<file path="src/rtl/adc_cap_pkg.sv">
// Shared types and constants for the ADC sample capture block.
package adc_cap_pkg;

  localparam int unsigned DEF_CLK_DIV       = 4;
  localparam int unsigned DEF_SAMPLE_BITS   = 16;
  localparam int unsigned DEF_SAMPLE_PERIOD = 200;
  localparam int unsigned SAMPLE_W          = 32;

  typedef enum logic [1:0] {
    ST_IDLE  = 2'd0,
    ST_SETUP = 2'd1,
    ST_SHIFT = 2'd2,
    ST_DONE  = 2'd3
  } cap_state_e;

  // Shortest trigger period that still lets every frame finish before the next trigger.
  function automatic int unsigned min_sample_period(input int unsigned clk_div,
                                                    input int unsigned sample_bits);
    return clk_div * (2 * sample_bits + 1) + 2;
  endfunction

endpackage

</file>
<file path="src/rtl/sclk_gen.sv">
// Serial clock divider: toggles sclk every CLK_DIV cycles while run_i is high.
// rise_c/fall_c flag the cycle at whose closing edge sclk goes high/low.
module sclk_gen
  import adc_cap_pkg::*;
#(
  parameter int unsigned CLK_DIV = DEF_CLK_DIV
) (
  input  logic clk,
  input  logic rst,
  input  logic run_i,
  output logic sclk_o,
  output logic rise_c,
  output logic fall_c
);

  localparam int unsigned CW = $clog2(CLK_DIV + 1);

  logic [CW-1:0] cnt_q, cnt_d;
  logic          sclk_q, sclk_d;
  logic          tick;

  always_comb begin
    tick   = 1'b0;
    cnt_d  = '0;
    sclk_d = 1'b0;
    rise_c = 1'b0;
    fall_c = 1'b0;
    if (run_i) begin
      tick   = (cnt_q == CW'(CLK_DIV - 1));
      cnt_d  = tick ? '0 : cnt_q + CW'(1);
      sclk_d = tick ? ~sclk_q : sclk_q;
      rise_c = tick && !sclk_q;
      fall_c = tick && sclk_q;
    end
  end

  always_ff @(posedge clk or posedge rst) begin
    if (rst) begin
      cnt_q  <= '0;
      sclk_q <= 1'b0;
    end else begin
      cnt_q  <= cnt_d;
      sclk_q <= sclk_d;
    end
  end

  assign sclk_o = sclk_q;

endmodule

</file>
<file path="src/rtl/adc_sample_capture.sv">
// Periodic SPI-style ADC reader: triggers every SAMPLE_PERIOD cycles, shifts in
// SAMPLE_BITS MSB first and presents the result with a one-cycle ready pulse.
module adc_sample_capture
  import adc_cap_pkg::*;
#(
  parameter int unsigned CLK_DIV       = DEF_CLK_DIV,
  parameter int unsigned SAMPLE_BITS   = DEF_SAMPLE_BITS,
  parameter int unsigned SAMPLE_PERIOD = DEF_SAMPLE_PERIOD
) (
  input  logic                clk,
  input  logic                rst,
  input  logic                en,
  output logic                adc_cs_n,
  output logic                adc_sclk,
  input  logic                adc_miso,
  output logic [SAMPLE_W-1:0] sample,
  output logic                sample_ready,
  output logic                overrun
);

  localparam int unsigned PW = $clog2(SAMPLE_PERIOD + 1);
  localparam int unsigned SW = $clog2(CLK_DIV + 1);
  localparam int unsigned BW = $clog2(SAMPLE_BITS + 1);

  cap_state_e             state_q, state_d;
  logic [PW-1:0]          per_q, per_d;
  logic [SW-1:0]          setup_q, setup_d;
  logic [BW-1:0]          bits_q, bits_d;
  logic [SAMPLE_BITS-1:0] shift_q, shift_d;
  logic [SAMPLE_W-1:0]    sample_q, sample_d;
  logic                   ready_q, ready_d;
  logic                   overrun_q, overrun_d;
  logic                   cs_n_q, cs_n_d;
  logic                   trigger;
  logic                   run;
  logic                   rise_c, fall_c;

  assign run = (state_q == ST_SHIFT);

  sclk_gen #(
    .CLK_DIV (CLK_DIV)
  ) u_sclk_gen (
    .clk    (clk),
    .rst    (rst),
    .run_i  (run),
    .sclk_o (adc_sclk),
    .rise_c (rise_c),
    .fall_c (fall_c)
  );

  always_comb begin
    state_d   = state_q;
    per_d     = per_q;
    setup_d   = setup_q;
    bits_d    = bits_q;
    shift_d   = shift_q;
    sample_d  = sample_q;
    ready_d   = 1'b0;
    overrun_d = overrun_q;

    trigger = en && (per_q == PW'(SAMPLE_PERIOD - 1));

    if (!en || trigger) per_d = '0;
    else                per_d = per_q + PW'(1);

    // A trigger that lands on a busy frame is lost; remember that it happened.
    if (trigger && (state_q != ST_IDLE)) overrun_d = 1'b1;

    case (state_q)
      ST_IDLE: begin
        if (trigger) begin
          state_d = ST_SETUP;
          setup_d = '0;
        end
      end
      ST_SETUP: begin
        if (setup_q == SW'(CLK_DIV - 1)) begin
          state_d = ST_SHIFT;
          bits_d  = '0;
        end else begin
          setup_d = setup_q + SW'(1);
        end
      end
      ST_SHIFT: begin
        if (rise_c) begin
          shift_d = SAMPLE_BITS'({shift_q, adc_miso});
          bits_d  = bits_q + BW'(1);
        end
        // The frame ends on the falling edge that closes the last sclk period.
        if (fall_c && (bits_q == BW'(SAMPLE_BITS))) begin
          state_d  = ST_DONE;
          sample_d = SAMPLE_W'(shift_q);
          ready_d  = 1'b1;
        end
      end
      ST_DONE: state_d = ST_IDLE;
      default: state_d = ST_IDLE;
    endcase

    cs_n_d = !((state_d == ST_SETUP) || (state_d == ST_SHIFT));
  end

  always_ff @(posedge clk or posedge rst) begin
    if (rst) begin
      state_q   <= ST_IDLE;
      per_q     <= '0;
      setup_q   <= '0;
      bits_q    <= '0;
      shift_q   <= '0;
      sample_q  <= '0;
      ready_q   <= 1'b0;
      overrun_q <= 1'b0;
      cs_n_q    <= 1'b1;
    end else begin
      state_q   <= state_d;
      per_q     <= per_d;
      setup_q   <= setup_d;
      bits_q    <= bits_d;
      shift_q   <= shift_d;
      sample_q  <= sample_d;
      ready_q   <= ready_d;
      overrun_q <= overrun_d;
      cs_n_q    <= cs_n_d;
    end
  end

  assign adc_cs_n     = cs_n_q;
  assign sample       = sample_q;
  assign sample_ready = ready_q;
  assign overrun      = overrun_q;

endmodule

</file>
<file path="config.mk">
export PLATFORM = sky130hd
export DESIGN_NAME = adc_sample_capture
export DESIGN_NICKNAME = d
export VERILOG_FILES = /design/src/rtl/adc_cap_pkg.sv /design/src/rtl/sclk_gen.sv /design/src/rtl/adc_sample_capture.sv
export SDC_FILE = /design/constraint.sdc
export NUM_CORES = 1
export LEC_CHECK = 0
export ABC_CLOCK_PERIOD_IN_PS = 5400
export CAP_MARGIN = 15
export CORE_MARGIN = 2
export CORE_UTILIZATION = 45
export DETAILED_ROUTE_END_ITERATION = 6
export PLACE_DENSITY_LB_ADDON = 0.3
export SYNTH_ARGS = -nofsm -noshare
export SYNTH_HDL_FRONTEND = slang
export SYNTH_HIERARCHICAL = 1
export SYNTH_SLANG_ARGS = --single-unit
</file>
<file path="constraint.sdc">
create_clock -name clk -period 5.4 [get_ports clk]
set_input_delay 0.81 -clock clk [delete_from_list [all_inputs] [get_ports clk]]
set_output_delay 0.81 -clock clk [all_outputs]
set_load 0.02 [all_outputs]
</file>
; After elaboration in Yosys (flattened, before gate mapping)
; Cells that the tools add are included.
[word_totals]
register_bits = 57
input_bits = 4
out_inout_bits = 36
wordCells = 67
[op_classes]
n_addsub = 4
n_eq_ne = 14
n_mux = 19
bitwise = 1
reduce_logical = 18
[op_table]
columns = cell, count
row1 = two-way mux 3 bit, 4
row2 = two-way mux 5 bit, 2
row3 = case mux 5 bit (2 select lines), 1
row4 = adder 8 x 1 -> 8 bit (second input constant), 1
row5 = equality test 8 bit (second input constant), 1
row6 = two-way mux 8 bit, 1
row7 = case mux 2 bit (4 select lines), 1
row8 = adder 3 x 1 -> 3 bit (second input constant), 2
row9 = equality test 2 bit (second input constant), 3
row10 = equality test 3 x 2 -> 1 bit (second input constant), 2
row11 = two-way mux 1 bit, 6
row12 = two-way mux 2 bit, 3
row13 = != test 2 bit (second input constant), 3
row14 = case mux 3 bit (2 select lines), 1
row15 = AND reduction 3 bit, 2
row16 = nonzero test 2 bit, 3
row17 = adder 5 x 1 -> 5 bit (second input constant), 1
row18 = equality test 5 bit (second input constant), 1
row19 = logical AND 1 bit, 5
row20 = equality test 2 x 1 -> 1 bit (second input constant), 2
row21 = != test 2 x 1 -> 1 bit (second input constant), 2
row22 = AND reduction 2 bit, 2
row23 = zero test 1 bit, 3
row24 = zero test 2 bit, 1
row25 = other kinds (2), 3

; Logic depth before layout (Yosys ltp)
; Gate-level depths: netlist of run 1.
[logic_depth]
ltp_word = 9
depth_mapped = 8
ltp_nobuf = 8

; Modules after synthesis
; Netlist of run 1, hierarchy kept.
[by_module_without_submodules]
columns = mod, instances, cells_each, area_per_inst_um2, seq_area_each_um2
row1 = adc_sample_capture, 1, 204, 2457.4, 1327.5
row2 = sclk_gen, 1, 16, 178.9, 100.1

; Worst setup path after synthesis of run 1
; Ideal clock, no wire load.
[synth_path]
path_type = register to register
startpoint = register state_q[0]
endpoint = register sample_q[0], in the netlist sample[0]
setup_time_ns = 0.125
arrival_time_ns = 1.910
required_ns = 5.275
setup_slack_ns = 3.365
stages_incl_launch_ff = 8
path_buffers = 1
synth_period_minus_slack_ns = 2.035
path_cell_list = dfrtp_1 -> inv_1 -> ha_1 -> and3_1 -> nor4bb_1 -> nand3_2 -> buf_2 -> mux2_2
[synth_via]
elab_chain_len = 4
[synth_rtl]
columns = element, line_no
row1 = from (decl), adc_sample_capture.sv:25  ; cap_state_e state_q, state_d;
row2 = from (signal assigned), adc_sample_capture.sv:115  ; state_q <= state_d;
row3 = equality test 2 bit, adc_sample_capture.sv:38  ; assign run = (state_q == ST_SHIFT);
row4 = net run, adc_sample_capture.sv:35  ; logic run;
row5 = two-way mux 1 bit, sclk_gen.sv:28  ; if (run_i) begin
row6 = net fall_c, adc_sample_capture.sv:36  ; logic rise_c, fall_c;
row7 = logical AND 1 bit, adc_sample_capture.sv:90  ; if (fall_c && (bits_q == BW'(SAMPLE_BITS))) begin
row8 = AND reduction 2 bit (no line), -
row9 = to (signal assigned), adc_sample_capture.sv:120  ; sample_q <= sample_d;
row10 = to (decl), adc_sample_capture.sv:30  ; logic [SAMPLE_W-1:0] sample_q, sample_d;
; The timed path passes the listed nets, and every way through them passes these cells.
; A chain may end at the register's enable or synchronous reset.

; Final worst setup path of run 1
[layout_path]
startpoint = register state_q[0]
endpoint = register sample_q[1], in the netlist sample[1]
; Same word-level chain as after synthesis.

==> reports/qor.txt, run 1 <==
outcome: completed
Yosys reg bits: 57
Yosys warning total: 6
RSZ-0062 raised after global routing: no
Final period util: 47.3%
routability congestion estimate: 0.813
Seq pwr share: 47.5%
r2r worst-path depth: 6
Startpoint Class: flip-flop
n_diodes: 0
worst-skew pair later-pin latency: 0.33 ns
worst r2r src: state_q[0]
Int Power: 0.000723 W
Clock Tree Buf Depth: 2
antenna viol nets, final: 0
Post-synth ARST share: 100%
post-layout minimum cycle time: 2.55 ns
Yosys top cell area share: 53.2%
postcts setup bufs: 0
Tightest Pin Transition: 0.679 ns
most frequent cells after synthesis: 56 x dfrtp_1, 32 x mux2_2, 16 x buf_4
Final Setup Violations: 0
main combinational cell family by area after synthesis: multiplexers
GRT Total Usage: 15.6%
part of the power in combinational logic: 3.3%
Worst Hold Margin: 0.448 ns
total CTS buffers: 9
Horiz. Die Dim: 80.5 um
Setup crit end: sample[1]
Die ar.: 6490 um2
footprint of the multi-input gates: 1070 um2
hold-fix buffer count after cts: 0
vias per cell: 4.98
critical path class: flip-flop to flip-flop
IO buf count: 23
# resized after CTS: 0
Sw Ratio: 21.4%
initial antenna violation count: 0
WP data arrival: 2.77 ns
Final HPWL DP: 2780 um
die height: 80.5 um
Clk pin slew, worst setup/hold paths: 0.06 ns
pin count of the biggest net entering global routing: 54
pwr dens: 296 nW/um2
Setup Total Neg Slack: 0 ns
Synth area leaders: dfrtp_1 53%, mux2_2 14%, buf_4 4.6%
TritonCTS clock tree: yes
post-synthesis simple-gate area fraction: 10.9%
Slew HR: 54.6%
core area: 5570 um2
XOR/XNOR share of the synthesized area: 1.66%
Nets: 263
ratio of cells with drive above 1 in the final layout: 23.5%
I/O pin total: 40
CTS sink count: 57
Switch Pwr: 0.000196 W
FF-to-FF End: sample[1]
drt pass-1 iters: 4
CP max stage delay: 0.47 ns
share of total power in the clock network: 49.3%
cell taking the most area after synthesis: dfrtp_1
final WL: 4150 um
static leakage: 1.47 nW
total global routing overflow: 0
detailed-route via count: 1627
Netlist Area Pre-Place: 2640 um2
Max VDD drop: 0.177 mV
Synth Area in Compound Gates: 7.78%
required time worst endpoint: 5.61 ns
Post-synth top flop: dfrtp_1
mux contribution to synthesized area: 13.7%
Seq/Total Area, Yosys: 54.2%
vias in the first global route: 1622
DRT iter0 DRCs: 66
Root Driver: clkbuf_8
endpoints failing hold: 0
post-DR wirelength/cell: 12.7 um
area grow syn2layout: 18.0%
CP max FO: 19
Post-Synth Adder-Cell Area: 4.27%
drc violations: 0
Max Cap Violations: 0
first-pass GRT wire length: 7510 um
Worst setup EP type: flip-flop
worst reg-to-reg setup slack: 2.85 ns
htree depth: 3
Register Area: 1430 um2
crit path cell chain: inv_1, ha_1, and3_1, nor4bb_1, nand3_2, mux2_2
Final Max Slew Viols: 0
Syn Inst Count: 220
count leader, synth: dfrtp_1
f_max: 391 MHz
EDFF count, synth: 0
highest-delay cell along the critical path: nand3_2
Avg Cell Area, Syn: 12.0 um2
Max Clock Skew: 0.00582 ns
Worst Setup SP: state_q[0]
fillers: 483
Yosys cell types: 41
worst hold path class: flip-flop to flip-flop
starting density of the core: 47.3%
# rows: 27
-- registers in the layout, indices dropped and copies added (netlist names) --
name / cells
sample: 16
shift_q: 16
per_q: 8
bits_q: 5
setup_q: 3
u_sclk_gen/cnt_q: 3
state_q: 2
adc_cs_n: 1
overrun: 1
sample_ready: 1
u_sclk_gen/sclk_o: 1
-- power groups by stage --
stage               Combinational [W]  Sequential (W)  Clock, W
floorplan                   0.0000330        0.000443         0
global placement            0.0000303        0.000444         0
detailed placement          0.0000307        0.000444         0
CTS                         0.0000309        0.000436  0.000463
global route                0.0000345        0.000437  0.000485
finish                      0.0000300        0.000437  0.000453
-- worst min path at each step --
stage	start	to	slack (ns)	depth (start not counted)
after detailed placement	u_sclk_gen/cnt_q[0]	u_sclk_gen/cnt_q[0]	0.44	1
final	u_sclk_gen/cnt_q[0]	u_sclk_gen/cnt_q[0]	0.45	1
after CTS	u_sclk_gen/cnt_q[0]	u_sclk_gen/cnt_q[0]	0.45	1
after global placement	u_sclk_gen/cnt_q[0]	u_sclk_gen/cnt_q[0]	0.44	1
after global routing	u_sclk_gen/cnt_q[0]	u_sclk_gen/cnt_q[0]	0.48	1
after floorplan	u_sclk_gen/cnt_q[0]	u_sclk_gen/cnt_q[0]	0.42	1
-- kinds of logic (layout without fill, tap and decap cells) --
kind of cell,count (synthesis),after routing
xor+xnor,5,5
fa+ha+maj,9,9
simple gates,53,53
mux,32,32
flops,57,57
compound gates,28,28
other cells,1,16
buf+inv,35,55
-- layout by cell type, fill, tap and decap left out, types with 2 or more instances in the layout --
cell type         n
a21o_2            2
clkinv_2          2
ha_1              9
a21oi_1           4
mux2_2           32
clkdlybuf4s50_1  23
clkbuf_8         11
nand3_1           6
xor2_1            3
o21ai_0           7
inv_1            14
nand4_1           4
xnor2_1           2
nor2_1           11
conb_1           16
o211ai_1          2
dfrtp_1          56
bufinv_16         2
o22ai_1           2
nand2b_1          2
or3_1             3
nand2_1          15
and3_1            3
o31ai_1           4
-- worst max-delay path: cells and delay by family, from the launching register on --
family                   cells  cell delay, ns
multiplexers                 1            0.45
AND/OR/NAND/NOR              3            1.01
buffers and inverters        1            0.14
flip-flops                   1            0.41
adder cells (fa/ha/maj)      1            0.43
-- cell type report --
type	instances	area share [%]
sequential	57	45.9
timing repair buffer	24	7.64
inverter	15	1.81
clock buffer	11	4.87
clock inverter	5	2.49
multi-input combinational	143	34.4
tap	72	2.90
-- per-stage QoR --
stage | area [um2] | setup slack, ns | util [%] | std cells | total power [W]
after floorplan | 2690 | 3.31 | - | 235 | 0.000476
after global placement | 2880 | 2.84 | 51.7 | 311 | 0.000475
after CTS | 3110 | 2.85 | 55.8 | 327 | 0.000931
after global routing | 3110 | 2.63 | 55.8 | 327 | 0.000957
after detailed placement | 2880 | 2.84 | 51.7 | 311 | 0.000475
final | 3110 | 2.85 | 55.8 | 327 | 0.000919
-- per-layer routing --
layer  vias to the layer above  global-route usage, %  wire length [um]
met5                         -                      0                 0
met4                         0                   7.63                95
met3                         8                   5.39               210
met2                        43                   22.2              1870
met1                       784                   21.2              1980
li1                        792                      -                 -
Note: power is estimated with default switching activity, not from simulation.
==> inputs of run 2 (changes only) <==
--- a/config.mk
+++ b/config.mk
@@ -5,7 +5,7 @@
 export SDC_FILE = /design/constraint.sdc
 export NUM_CORES = 1
 export LEC_CHECK = 0
-export ABC_CLOCK_PERIOD_IN_PS = 5400
+export ABC_CLOCK_PERIOD_IN_PS = 2300
 export CAP_MARGIN = 15
 export CORE_MARGIN = 2
 export CORE_UTILIZATION = 45
==> constraint.sdc (replaced) <==
create_clock -name clk -period 2.3 [get_ports clk]
set_input_delay 0.345 -clock clk [delete_from_list [all_inputs] [get_ports clk]]
set_output_delay 0.345 -clock clk [all_outputs]
set_load 0.02 [all_outputs]
==> reports/qor.txt, run 2 (synthesis results as in run 1) <==
total CTS buffers: 9 (unchanged)
RSZ-0062 raised after global routing: no (unchanged)
met2 WL: 2150 um (was 1870 um)
fillers: 455 (was 483)
highest-delay cell along the critical path: dfrtp_1 (was nand3_2)
drt pass-1 iters: 4 (unchanged)
worst reg-to-reg setup slack: 0.17 ns (was 2.85 ns)
n_diodes: 0 (unchanged)
f_max: 470 MHz (was 391 MHz)
r2r worst-path depth: 9 (was 6)
outcome: completed (unchanged)
initial antenna violation count: 0 (unchanged)
vias in the first global route: 1684 (was 1622)
pre-CTS setup slack: 0.156 ns (was 2.84 ns)
area grow syn2layout: 20.1% (was 18.0%)
Nets: 269 (was 263)
Final Max Slew Viols: 0 (unchanged)
Max Cap Violations: 0 (unchanged)
critical path class: flip-flop to flip-flop (unchanged)
Crit path max-delay family: simple AND/OR/NAND/NOR gates (unchanged)
pin count of the biggest net entering global routing: 26 (was 54)
detailed-route via count: 1659 (was 1627)
FF-to-FF End: bits_q[4] (was sample[1])
Slew HR: 65.6% (was 54.6%)
die height: 80.5 um (unchanged)
Buf/Inv on CP: 2 (was 1)
WP data arrival: 2.38 ns (was 2.77 ns)
final WL: 4390 um (was 4150 um)
Root Driver: clkbuf_8 (unchanged)
worst-skew pair later-pin latency: 0.32 ns (was 0.33 ns)
endpoints failing hold: 0 (unchanged)
ratio of cells with drive above 1 in the final layout: 26.4% (was 23.5%)
commonest non-fill, non-tap cell in the layout: dfrtp_1 (unchanged)
antenna viol nets, final: 0 (unchanged)
final instance area: 3170 um2 (was 3110 um2)
core area: 5570 um2 (unchanged)
total global routing overflow: 0 (unchanged)
vias per cell: 4.98 (about the same)
met1 WL: 1980 um (about the same)
CP max stage delay: 0.42 ns (was 0.47 ns)
Worst Hold Margin: 0.253 ns (was 0.448 ns)
Die ar.: 6490 um2 (unchanged)
Final HPWL DP: 3080 um (was 2780 um)
first-pass GRT wire length: 7500 um (was 7510 um)
Max VDD drop: 0.387 mV (was 0.177 mV)
Worst setup EP type: flip-flop (unchanged)
Final period util: 92.5% (was 47.3%)
worst r2r src: state_q[0] (unchanged)
CTS sink count: 57 (unchanged)
postcts setup bufs: 0 (unchanged)
post-layout minimum cycle time: 2.13 ns (was 2.55 ns)
post-DR wirelength/cell: 13.2 um (was 12.7 um)
htree depth: 3 (unchanged)
pwr dens: 661 nW/um2 (was 296 nW/um2)
IO buf count: 23 (unchanged)
Clock Tree Buf Depth: 2 (unchanged)
met3 wire len: 168 um (was 210 um)
worst hold path class: primary input to asynchronous set/reset pin (was flip-flop to flip-flop)
Final Setup Violations: 0 (unchanged)
routability congestion estimate: 0.867 (was 0.813)
placed inst area: 2940 um2 (was 2880 um2)
TritonCTS clock tree: yes (unchanged)
crit path cell chain: inv_2, ha_2, buf_4, nand3b_1, nor2_4, nand2b_4, nand4_1, or3_1, a21oi_1 (was inv_1, ha_1, and3_1, nor4bb_1, nand3_2, mux2_2)
DRT iter0 DRCs: 79 (was 66)
static leakage: 1.50 nW (was 1.47 nW)
most frequent cells in the layout: 56 x dfrtp_1, 32 x mux2_2, 23 x clkdlybuf4s50_1 (unchanged)
# rows: 27 (unchanged)
starting density of the core: 47.3% (unchanged)
Clk pin slew, worst setup/hold paths: 0.07 ns (was 0.06 ns)
Tightest Pin Transition: 0.515 ns (was 0.679 ns)
drc violations: 0 (unchanged)
Horiz. Die Dim: 80.5 um (unchanged)
Final WS setup: 0.172 ns (was 2.85 ns)
GRT Total Usage: 15.3% (was 15.6%)
Setup Total Neg Slack: 0 ns (unchanged)
Finished Core Util: 56.8% (was 55.8%)
Max Clock Skew: 0.00806 ns (was 0.00582 ns)
required time worst endpoint: 2.55 ns (was 5.61 ns)
DR top layer: met4 (unchanged)
Startpoint Class: flip-flop (unchanged)
I/O pin total: 40 (unchanged)
CP max FO: 10 (was 19)
[run 2: cell count changes in the layout (fill, tap and decap cells not counted)]
| cell | delta |
|---|---|
| ha_2 | +1 |
| nand2b_1 | -1 |
| ha_1 | -1 |
| inv_1 | -1 |
| nor2_4 | +1 |
| clkbuf_8 | -2 |
| buf_12 | +1 |
| inv_2 | +1 |
| nor2_1 | -1 |
| nand2b_4 | +1 |
| clkbuf_1 | +1 |
| buf_4 | +5 |
| clkinv_2 | +1 |
[run 2: through the flow]
stage	std cells	power, W
detailed placement	317	0.00112
global placement	317	0.00112
global route	333	0.00218
CTS	333	0.00212
finish	333	0.00209
floorplan	235	0.00112
[run 2: metal layers]
layer	up-vias	track usage [%]
li1	805	-
met1	802	19.1
met2	45	24.4
met3	7	3.15
met4	0	9.15
met5	-	0
[run 2: final cells by class]
| type | count | area [um2] | area share [%] |
|---|---|---|---|
| well taps | 72 | 90.1 | 2.84 |
| repair buffers | 30 | 295 | 9.32 |
| clock inverters | 6 | 82.6 | 2.61 |
| multi-input cells | 143 | 1090 | 34.3 |
| clock buffers | 10 | 128 | 4.03 |
| inverters | 15 | 56.3 | 1.78 |
| flip-flops and latches | 57 | 1430 | 45.1 |
[run 2: power by group]
part	total [W]	switching [W]	internal [W]
Combinational	0.0000742	0.0000541	0.0000201
Clock	0.000994	0.000390	0.000604
Sequential	0.00103	0.0000102	0.00101
[run 2: worst max path at each step]
| stage | startpoint | end | slack [ns] | cells past startpoint |
|---|---|---|---|---|
| after floorplan | state_q[0] | sample[0] | 0.27 | 7 |
| after detailed placement | state_q[0] | bits_q[4] | 0.16 | 9 |
| after global routing | state_q[0] | bits_q[4] | 0.03 | 9 |
| after CTS | state_q[0] | bits_q[4] | 0.09 | 9 |
| final | state_q[0] | bits_q[4] | 0.17 | 9 |
| after global placement | en | setup_q[1] | 0.24 | 5 |
[run 2: what timing repair did]
item	in CTS	in global routing
endpoints found under the hold margin	0	0
setup endpoints to repair	0	2
gates resized for setup	0	5
hold buffers	0	0
==> RTL edit: new RTL, flow settings as in run 1 <==
Take the reset off `shift_q` and `sample_q` and load them in a clocked block of their own.
--- a/src/rtl/adc_sample_capture.sv
+++ b/src/rtl/adc_sample_capture.sv
@@ -106,8 +106,6 @@
       per_q     <= '0;
       setup_q   <= '0;
       bits_q    <= '0;
-      shift_q   <= '0;
-      sample_q  <= '0;
       ready_q   <= 1'b0;
       overrun_q <= 1'b0;
       cs_n_q    <= 1'b1;
@@ -116,12 +114,15 @@
       per_q     <= per_d;
       setup_q   <= setup_d;
       bits_q    <= bits_d;
-      shift_q   <= shift_d;
-      sample_q  <= sample_d;
       ready_q   <= ready_d;
       overrun_q <= overrun_d;
       cs_n_q    <= cs_n_d;
     end
+  end
+
+  always_ff @(posedge clk) begin
+    shift_q  <= shift_d;
+    sample_q <= sample_d;
   end
 
   assign adc_cs_n     = cs_n_q;
Behaviour: no difference found for any inputs over 10 cycles, from zero or initial values and one cycle with rst high; that may be too few to reach the edited logic, so the function may still have changed.
==> RTL edit against run 1 <==
  * First-iteration DRC count is 11% higher
  * Sequential cell count did not move
  * Utilization down 0.082 points
  * Final cell count fell by 11%
  * Hold slack lost 22 ps
  * Worst setup slack better by 110 ps
  * Area after synthesis down 8.2%
  * Critical path depth unchanged
  * Final area fell by 7.9%
  * Wire length shrank 17%
  * Count of clock-buffer cells in the layout fell by 2
Power is not compared: it rests on default switching activity, and its combinational part moved more than twofold at a synthesized area within 25%.
==> RTL edit: results (changes against run 1) <==
status complete, no violations (unchanged); Post-synth EDFFs 32 (was 0); clock-pin slew on the worst setup and hold paths 60 ps (about the same); register area share after synthesis 0.656 (was 0.542); largest net degree at the start of global routing 22 (was 54); Crit path arrival time 2400 ps (was 2770 ps); GPL Wtd Cong 0.804 (was 0.813); Clock Path Buffers 2 (unchanged); slowest stage delay, CP 480 ps; critical-path maximum fanout 17 (was 19); commonest cells in the netlist edfxtp_1, dfrtp_1, buf_4, inv_1 (was dfrtp_1, mux2_2, buf_4, inv_1, nand2_1); clk_lat worst skew 320 ps; slew margin rel. 0.471 (was 0.546); root buf cell clkbuf_8 (unchanged); CTS H-Tree Depth 3 (unchanged); drt initial violations 73 (was 66); Synth cell types 39 (was 41); maximum vdd drop roughly 0.21 mV; first-pass GRT wire length 5.66 mm (was 7.51 mm); Global Route Usage Sum 0.124 (was 0.156); Net count, final 230 (was 263); Num CTS Buffers 9 (unchanged); vias in the first global route 1248 (was 1622); clock skew 4.75 ps (was 5.82 ps); # diodes 0 (unchanged); highest-delay cell along the critical path inv_1 (was nand3_2); Leak around 1.2 nW; drt pass-1 iters 4 (unchanged); PortBufs 23 (unchanged); # fillers 464 (was 483); post-cts resize count 0 (unchanged); Synth area leaders edfxtp_1, dfrtp_1, buf_4 (was dfrtp_1, mux2_2, buf_4); yosys warns 6 (unchanged); layout cells sized above 1 0.108 (was 0.235); via count 1346 (was 1627); WL/cell 11.8 um (was 12.7 um); worst min path class reg2reg (unchanged); Post-DP HPWL 2.34 mm (was 2.78 mm); asr flop ratio synth 0.439 (was 1.00); initial antenna violation count 0 (unchanged); Post CTS Setup Buffer Count 0 (unchanged)
-- RTL edit: changes by cell type in the layout (fill, tap and decap cells not counted), sizes merged, moves of 2 or more --
| cell | change |
|---|---|
| edfxtp | +32 |
| nor2 | +2 |
| or4 | -2 |
| dfrtp | -32 |
| clkinv | +2 |
| mux2 | -32 |
| clkbuf | -2 |
| nand2 | -2 |
-- RTL edit: kinds of logic after synthesis --
logic type / count (synthesis) / synth area share
DFF: 57 / 0.656
other: 1 / 0.00155
AOI/OAI and AO/OA: 27 / 0.0843
buffers and inverters: 31 / 0.0734
xor gates and xnor gates: 5 / 0.0181
and+or+nand+nor: 55 / 0.120
adders and majority gates: 9 / 0.0465
-- RTL edit: final cells by class --
class                           instances  area [um^2]  share of cell area
Sequential cell                        57         1590               0.554
Multi-Input combinational cell        112          711               0.248
Timing Repair Buffer                   23          230              0.0804
Clock buffer                            9          124              0.0433
Tap cell                               70         87.6              0.0306
Clock inverter                          7         71.3              0.0249
Inverter                               14         52.6              0.0183
-- RTL edit: routing by layer --
| metal | global-route usage | vias to the layer above | part of all wire |
|---|---|---|---|
| li1 | - | 695 | - |
| met1 | 0.165 | 610 | 0.50 |
| met2 | 0.177 | 34 | 0.44 |
| met3 | 0.0500 | 7 | 0.052 |
| met4 | 0.0607 | 0 | 0.012 |
| met5 | 0 | - | 0 |
-- RTL edit: final timing paths --
check                      slack [ps]        start                end  cells after the start
setup / recovery                 2960   state_q[0]         sample[12]                      6
min in group asynchronous         690          rst  u_sclk_gen/sclk_o                      2
max in group asynchronous        3940          rst           per_q[2]                      2
hold reg to reg                   430  shift_q[15]         sample[15]                      0
setup reg to reg                 2960   state_q[0]         sample[12]                      6
hold / removal                    430  shift_q[15]         sample[15]                      0
-- RTL edit: power breakdown --
part           switching, W  internal, W  total (W)
Clock              0.000167     0.000212   0.000379
Sequential        0.0000175     0.000482   0.000500
Combinational      0.000117    0.0000863   0.000203
Total              0.000301     0.000780    0.00108
-- RTL edit: per-stage QoR --
stage	area [um^2]	hold WS, ps	setup slack (ps)	cells
6_report	2860	426	2960	292
5_1_grt	2860	445	2710	292
4_1_cts	2860	427	2940	292
3_5_place_dp	2670	408	2820	276
3_3_place_gp	2670	401	2850	276
2_1_floorplan	2480	400	3280	200
-- RTL edit: worst max-delay path: cells and delay by family, from the launching register on --
kind	cells	cell delay, ps
AND/OR/NAND/NOR	3	660
buffers and inverters	2	600
flip-flops	1	410
adder cells (fa/ha/maj)	1	400
